## src/rtl/mem_stage.sv

```systemverilog
// rtl/mem_stage.sv - memory-access pipeline stage: load response wait, extraction, flush/cancel
module mem_stage #(
    parameter int         ES_TO_MS_WD = 148,
    parameter int         MS_TO_WS_WD = 110,
    parameter logic [4:0] NO_EX       = 5'h1F
) (
    input  logic                   clk,
    input  logic                   reset,
    output logic                   ms_allowin,
    input  logic                   es_to_ms_valid,
    input  logic [ES_TO_MS_WD-1:0] es_to_ms_bus,
    input  logic                   ws_allowin,
    output logic                   ms_to_ws_valid,
    output logic [MS_TO_WS_WD-1:0] ms_to_ws_bus,
    input  logic                   data_sram_data_ok,
    input  logic [31:0]            data_sram_rdata,
    input  logic                   ws_ex,
    input  logic                   ws_eret,
    output logic                   ms_ex,
    output logic [4:0]             MS_dest,
    output logic [31:0]            MS_dest_data,
    output logic                   MS_load_pending
);

    logic [ES_TO_MS_WD-1:0] es_bus;
    logic                   ms_valid;
    logic                   cancel;
    logic                   buf_valid;
    logic [31:0]            data_buf;

    logic        pc_error;
    logic [31:0] bad_vaddr;
    logic [4:0]  ex_code;
    logic        eret;
    logic        bd;
    logic        mem_re;
    logic [2:0]  load_op;
    logic [1:0]  addr_low;
    logic [31:0] rt_old;
    logic        gr_we;
    logic [4:0]  dest;
    logic [31:0] alu_result;
    logic [31:0] pc;

    assign {pc_error, bad_vaddr, ex_code, eret, bd, mem_re, load_op, addr_low,
            rt_old, gr_we, dest, alu_result, pc} = es_bus;

    logic flush, wait_load, data_ready, ms_ready_go, handoff;
    logic [31:0] ld_word, extracted, final_result;
    logic [7:0]  ld_byte;
    logic [15:0] ld_half;

    assign flush          = ws_ex | ws_eret;
    assign wait_load      = mem_re & (ex_code == NO_EX) & ~eret;
    assign data_ready     = buf_valid | (data_sram_data_ok & ~cancel);
    assign ms_ready_go    = ~wait_load | data_ready;
    assign ms_allowin     = ~ms_valid | (ms_ready_go & ws_allowin);
    assign ms_to_ws_valid = ms_valid & ms_ready_go & ~flush;
    assign handoff        = ms_to_ws_valid & ws_allowin;

    assign ld_word = buf_valid ? data_buf : data_sram_rdata;
    assign ld_byte = ld_word[{addr_low, 3'b000} +: 8];
    assign ld_half = addr_low[1] ? ld_word[31:16] : ld_word[15:0];

    always_comb begin
        extracted = ld_word;
        case (load_op)
            3'd1: extracted = {{24{ld_byte[7]}}, ld_byte};
            3'd2: extracted = {24'b0, ld_byte};
            3'd3: extracted = {{16{ld_half[15]}}, ld_half};
            3'd4: extracted = {16'b0, ld_half};
            3'd5: begin
                case (addr_low)
                    2'd0:    extracted = {ld_word[7:0],  rt_old[23:0]};
                    2'd1:    extracted = {ld_word[15:0], rt_old[15:0]};
                    2'd2:    extracted = {ld_word[23:0], rt_old[7:0]};
                    default: extracted = ld_word;
                endcase
            end
            3'd6: begin
                case (addr_low)
                    2'd0:    extracted = ld_word;
                    2'd1:    extracted = {rt_old[31:24], ld_word[31:8]};
                    2'd2:    extracted = {rt_old[31:16], ld_word[31:16]};
                    default: extracted = {rt_old[31:8],  ld_word[31:24]};
                endcase
            end
            default: extracted = ld_word;
        endcase
    end

    assign final_result = wait_load ? extracted : alu_result;

    assign ms_to_ws_bus    = {pc_error, bad_vaddr, ex_code, eret, bd, gr_we, dest, final_result, pc};
    assign ms_ex           = ms_valid & ((ex_code != NO_EX) | eret);
    assign MS_dest         = dest & {5{ms_valid}};
    assign MS_dest_data    = final_result;
    assign MS_load_pending = ms_valid & wait_load & ~data_ready;

    always_ff @(posedge clk or posedge reset) begin
        if (reset) begin
            ms_valid <= 1'b0;
            es_bus   <= '0;
            es_bus[114:110] <= NO_EX;
        end else begin
            if (flush)
                ms_valid <= 1'b0;
            else if (ms_allowin)
                ms_valid <= es_to_ms_valid;
            if (es_to_ms_valid & ms_allowin)
                es_bus <= es_to_ms_bus;
        end
    end

    // A response that arrives while wb_stage stalls is parked so the data_ok strobe is not lost.
    always_ff @(posedge clk or posedge reset) begin
        if (reset) begin
            buf_valid <= 1'b0;
            data_buf  <= 32'b0;
        end else if (flush | handoff) begin
            buf_valid <= 1'b0;
        end else if (data_sram_data_ok & ~cancel & ms_valid & wait_load) begin
            buf_valid <= 1'b1;
            data_buf  <= data_sram_rdata;
        end
    end

    // The response of a flushed, still-outstanding load must be swallowed, never given to a newer entry.
    always_ff @(posedge clk or posedge reset) begin
        if (reset)
            cancel <= 1'b0;
        else if (flush & ms_valid & wait_load & ~data_ready)
            cancel <= 1'b1;
        else if (data_sram_data_ok & cancel)
            cancel <= 1'b0;
    end

endmodule

```

## config.mk

```make
export PLATFORM = sky130hd
export DESIGN_NAME = mem_stage
export DESIGN_NICKNAME = d
export VERILOG_FILES = /design/src/rtl/mem_stage.sv
export SDC_FILE = /design/constraint.sdc
export NUM_CORES = 1
export LEC_CHECK = 0
export CAP_MARGIN = 10
export CORE_ASPECT_RATIO = 1.1
export CORE_MARGIN = 10
export CORE_UTILIZATION = 30
export CTS_CLUSTER_SIZE = 30
export DETAILED_ROUTE_END_ITERATION = 16
export SLEW_MARGIN = 40
export SYNTH_ARGS = -nofsm -noshare
export SYNTH_HDL_FRONTEND = slang
export SYNTH_SLANG_ARGS = --single-unit
```

## constraint.sdc

```tcl
create_clock -name clk -period 10 [get_ports clk]
set_input_delay 2 -clock clk [delete_from_list [all_inputs] [get_ports clk]]
set_output_delay 2 -clock clk [all_outputs]
set_load 0.01 [all_outputs]
```

==> impl_summary.txt <==
----------------------------------------------------
[Global routing]
  Maximum number of pins on one net before global-route repair ... 119
  Met2 global-route usage ... 0.279
  Total gr overflow ... 0
  All-Layer GR Usage ... 0.180
  Wire length of the first global-routing pass ... 60.9 mm
  Met1 capacity usage during global routing ... 0.221
  Global-route met3 utilization ... 0.0696
  Most congested layer reported by global routing ... met2
  Via count of the first global-routing pass ... 9,056
  Antenna violations before repair ... 8

[Timing]
  Transition time at the pin with the least slew margin ... 847 ps
  Final setup violating endpoints ... 0
  Sum of negative setup slack ... 0 ps
  Fin. Hold Viols ... 0
  Fin crit period ... 7190 ps
  RSZ-0062 raised after global routing ... no
  Final hold slack ... 488 ps
  FMAX ... 139 MHz
  Final clock period utilization by the worst path ... 0.719
  Setup Skew ... 12.3 ps
  Final number of max-transition violations ... 0
  Max-slew headroom at the worst pin ... 0.419

[CTS]
  Max clock buf depth ... 2
  Clock-pin transition on the worst setup and hold timing paths ... 70 ps
  CTS HTree Levels ... 4
  TritonCTS clock tree ... done
  Clock buffers created by TritonCTS ... 17
  Number of gates resized after CTS ... 0
  Hold-fix buffer count after cts ... 0
  Clock latency reported for the late side of the worst-skew pair ... 470 ps
  Clock Tree Root ... clkbuf_16
  CTS sink cnt ... 183
  Post-CTS setup buffer count ... 0

[Yosys]
  Sequential area share after synthesis ... 0.417
  Count leader, synth ... dfrtp_1
  Share of the synthesized area in compound gates (AO/OA/AOI/OAI) ... 0.128
  Xor and xnor area share after synthesis ... 0
  Synthesis warning total ... 0
  Fraction of post-synthesis cell area in the top cell type by area ... 0.405
  Share of synthesized cell area in full adder, half adder and majority cells ... 0
  Netlist cell types ... 51
  Synth Register Bits ... 183
  Net count of the mapped netlist ... 1,179
  Largest area contributor in the netlist ... dfrtp_1
  Combinational family with the most area after synthesis ... multiplexers
  Number of flops mapped to enable cells by yosys ... 0
  Flip-flop cell with the highest count after synthesis ... dfrtp_1
  Fraction of registers with async set/reset ... 1.00
  Post-Syn Instances ... 992
  Synth cell count leaders ... 178 x dfrtp_1, 113 x buf_4, 102 x mux2_1
  Area share of and/or/nand/nor cells after synthesis ... 0.0588
  Synth top area cells ... dfrtp_1 40%, mux2_1 10%, mux2_2 8.3%
  Synth Area per Inst ... 11.1 um^2
  Syn Std Cell Area ... 11,000 um^2
  Mux contribution to synthesized area ... 0.283

[Placement]
  Number of placed cells counting well taps ... 1,648
  HPWL after DPL ... 31.0 mm
  Final GP Congestion ... 0.899
  Buffers added on ports ... 337

[Critical path]
  Arrival time worst endpoint ... 5190 ps
  Worst-path cell with the longest stage delay ... and2_1
  Critical Path Most Common Cell ... clkdlybuf4s50_1
  Reg-to-Reg End ... es_bus[43]$_DFFE_PP0P_
  CP max FO ... 9
  Beginning of the worst register-to-register path ... es_bus[113]$_DFFE_PP1P_
  Critical path capture point type ... primary output
  Sum of buffers and inverters on the critical path ... 2
  Data required time of the critical path ... 8000 ps
  Dominant delay contributor by cell family on the critical path ... buffers and inverters
  Path length in cells of the critical path ... 7
  Cell Chain, Critical Path ... clkdlybuf4s50_1, mux2_2, mux4_2, o21ai_2, and2_1, a31oi_1, clkdlybuf4s50_1
  Critical Setup Path Class ... input port to primary output
  Maximum single-stage delay on the critical path ... 610 ps
  Worst reg-to-reg setup slack ... 6610 ps
  Startpoint types ... input port
  Count of cells along the worst register-to-register path ... 7

[Flow run]
  Max-Cap Viols ... 0

[Finish]
  Layout cells sized above 1 ... 0.145
  Final core utilization ... 0.402
  Fill count ... 3,564
  Post-Layout Cell Count ... 1,682
  NumNets Final ... 1,367
  Area growth, synth to finish ... 32.2%

[Floorplan]
  Number of ports placed on the die boundary ... 338
  Overall die area ... 44,800 um^2
  Core Region ... 36,200 um^2
  Starting Density ... 0.304
  # rows ... 73
  Die width ... 203 um
  Overall die height ... 221 um

[Route]
  Post-detailed-route via-to-cell ratio ... 5.21
  Total via count in the routed design ... 8,757
  Final routed wirelength across all metal layers ... 41.0 mm
  Drc violations ... 0
  Violation count after the first detailed-routing iteration ... 555
  Final routed wire length divided by cell count ... 24.4 um
  ANT nets after route ... 0
  Total iterations of the first detailed-routing run ... 5

[Pwr]
  Overall power after layout ... 2.16 mW
  Worst-case vdd ir drop ... 0.000129 V
  Power density over the cells ... 149 nW/um^2
  Leakage power total ... 5.79 nW

[Min path]
  Hold Crit Class ... flip-flop to flip-flop
  Hold Path Depth ... 1
  Origin of the worst min-delay path ... es_bus[97]$_DFFE_PP0P_
  Hold Path Sink ... es_bus[97]$_DFFE_PP0P_

[Status]
  Run status ... finished, final reports clean

----------------------------------------------------
[layer usage]
layer / vias to the layer above / share of wire / wire (um)
met5: - / 0.0019 / 76
met3: 57 / 0.10 / 4220
met4: 12 / 0.027 / 1110
li1: 3901 / - / -
met2: 451 / 0.46 / 18900
met1: 4336 / 0.41 / 16700
[per-stage QoR]
stage | setup slack [ps] | instance area, um^2
2_1_floorplan | 3040 | 11000
3_3_place_gp | 2930 | 13900
6_report | 2810 | 14600
5_1_grt | 2680 | 14500
3_5_place_dp | 2820 | 13900
4_1_cts | 2800 | 14500
[cell families (layout without fill, tap and decap cells)]
group / after synthesis / in the layout
compound gates: 213 / 213
buf+inv: 191 / 392
flops: 183 / 183
mux: 266 / 266
other cells: 0 / 2
simple gates: 139 / 139
[layout by cell type, fill, tap and decap left out, types with 9 or more instances in the layout]
cell,synthesis,layout
a211oi_1,11,11
nor2_1,63,62
mux4_2,10,10
inv_1,11,10
clkdlybuf4s50_1,0,337
o31a_1,9,9
o211ai_1,26,26
dfrtp_1,178,176
nand2_1,29,28
mux2i_1,53,51
a21oi_1,75,75
o22ai_1,10,10
mux2_2,81,81
o21ai_0,17,17
clkbuf_16,0,17
mux2_4,20,20
mux2_1,102,102
a31oi_1,21,20
[worst max path at each step]
stage,startpoint,end,slack [ps]
after floorplan,reset,buf_valid$_DFFE_PP0P_,3040
after global placement,data_sram_rdata[15],MS_dest_data[31],2930
after detailed placement,data_sram_rdata[15],MS_dest_data[31],2820
after CTS,data_sram_rdata[15],MS_dest_data[31],2800
after global routing,data_sram_rdata[15],MS_dest_data[31],2680
final,data_sram_rdata[15],MS_dest_data[31],2810
[where the power goes]
group	total (mW)	switching, mW	internal (mW)	leakage [nW]
clock	0.695	0.327	0.368	0.287
sequential	0.872	0.0607	0.811	2.21
combinational	0.597	0.282	0.316	3.30
total	2.16	0.669	1.49	5.79
[sequential cells by signal (all words and copies together), names as in the netlist]
name,cells
buf_valid,1
cancel,1
data_buf,32
es_bus,148
ms_valid,1
[final cells by class]
cell class / instances / area [um^2] / share of cell area
flip-flops and latches: 183 / 4590 / 0.315
multi-input cells: 618 / 5210 / 0.358
diodes: 2 / 5.00 / 0.000344
inverters: 11 / 46.3 / 0.00318
clock inverters: 11 / 111 / 0.00765
repair buffers: 349 / 3510 / 0.241
well taps: 487 / 609 / 0.0419
clock buffers: 21 / 470 / 0.0323
Note: power is estimated with default switching activity, not from simulation.
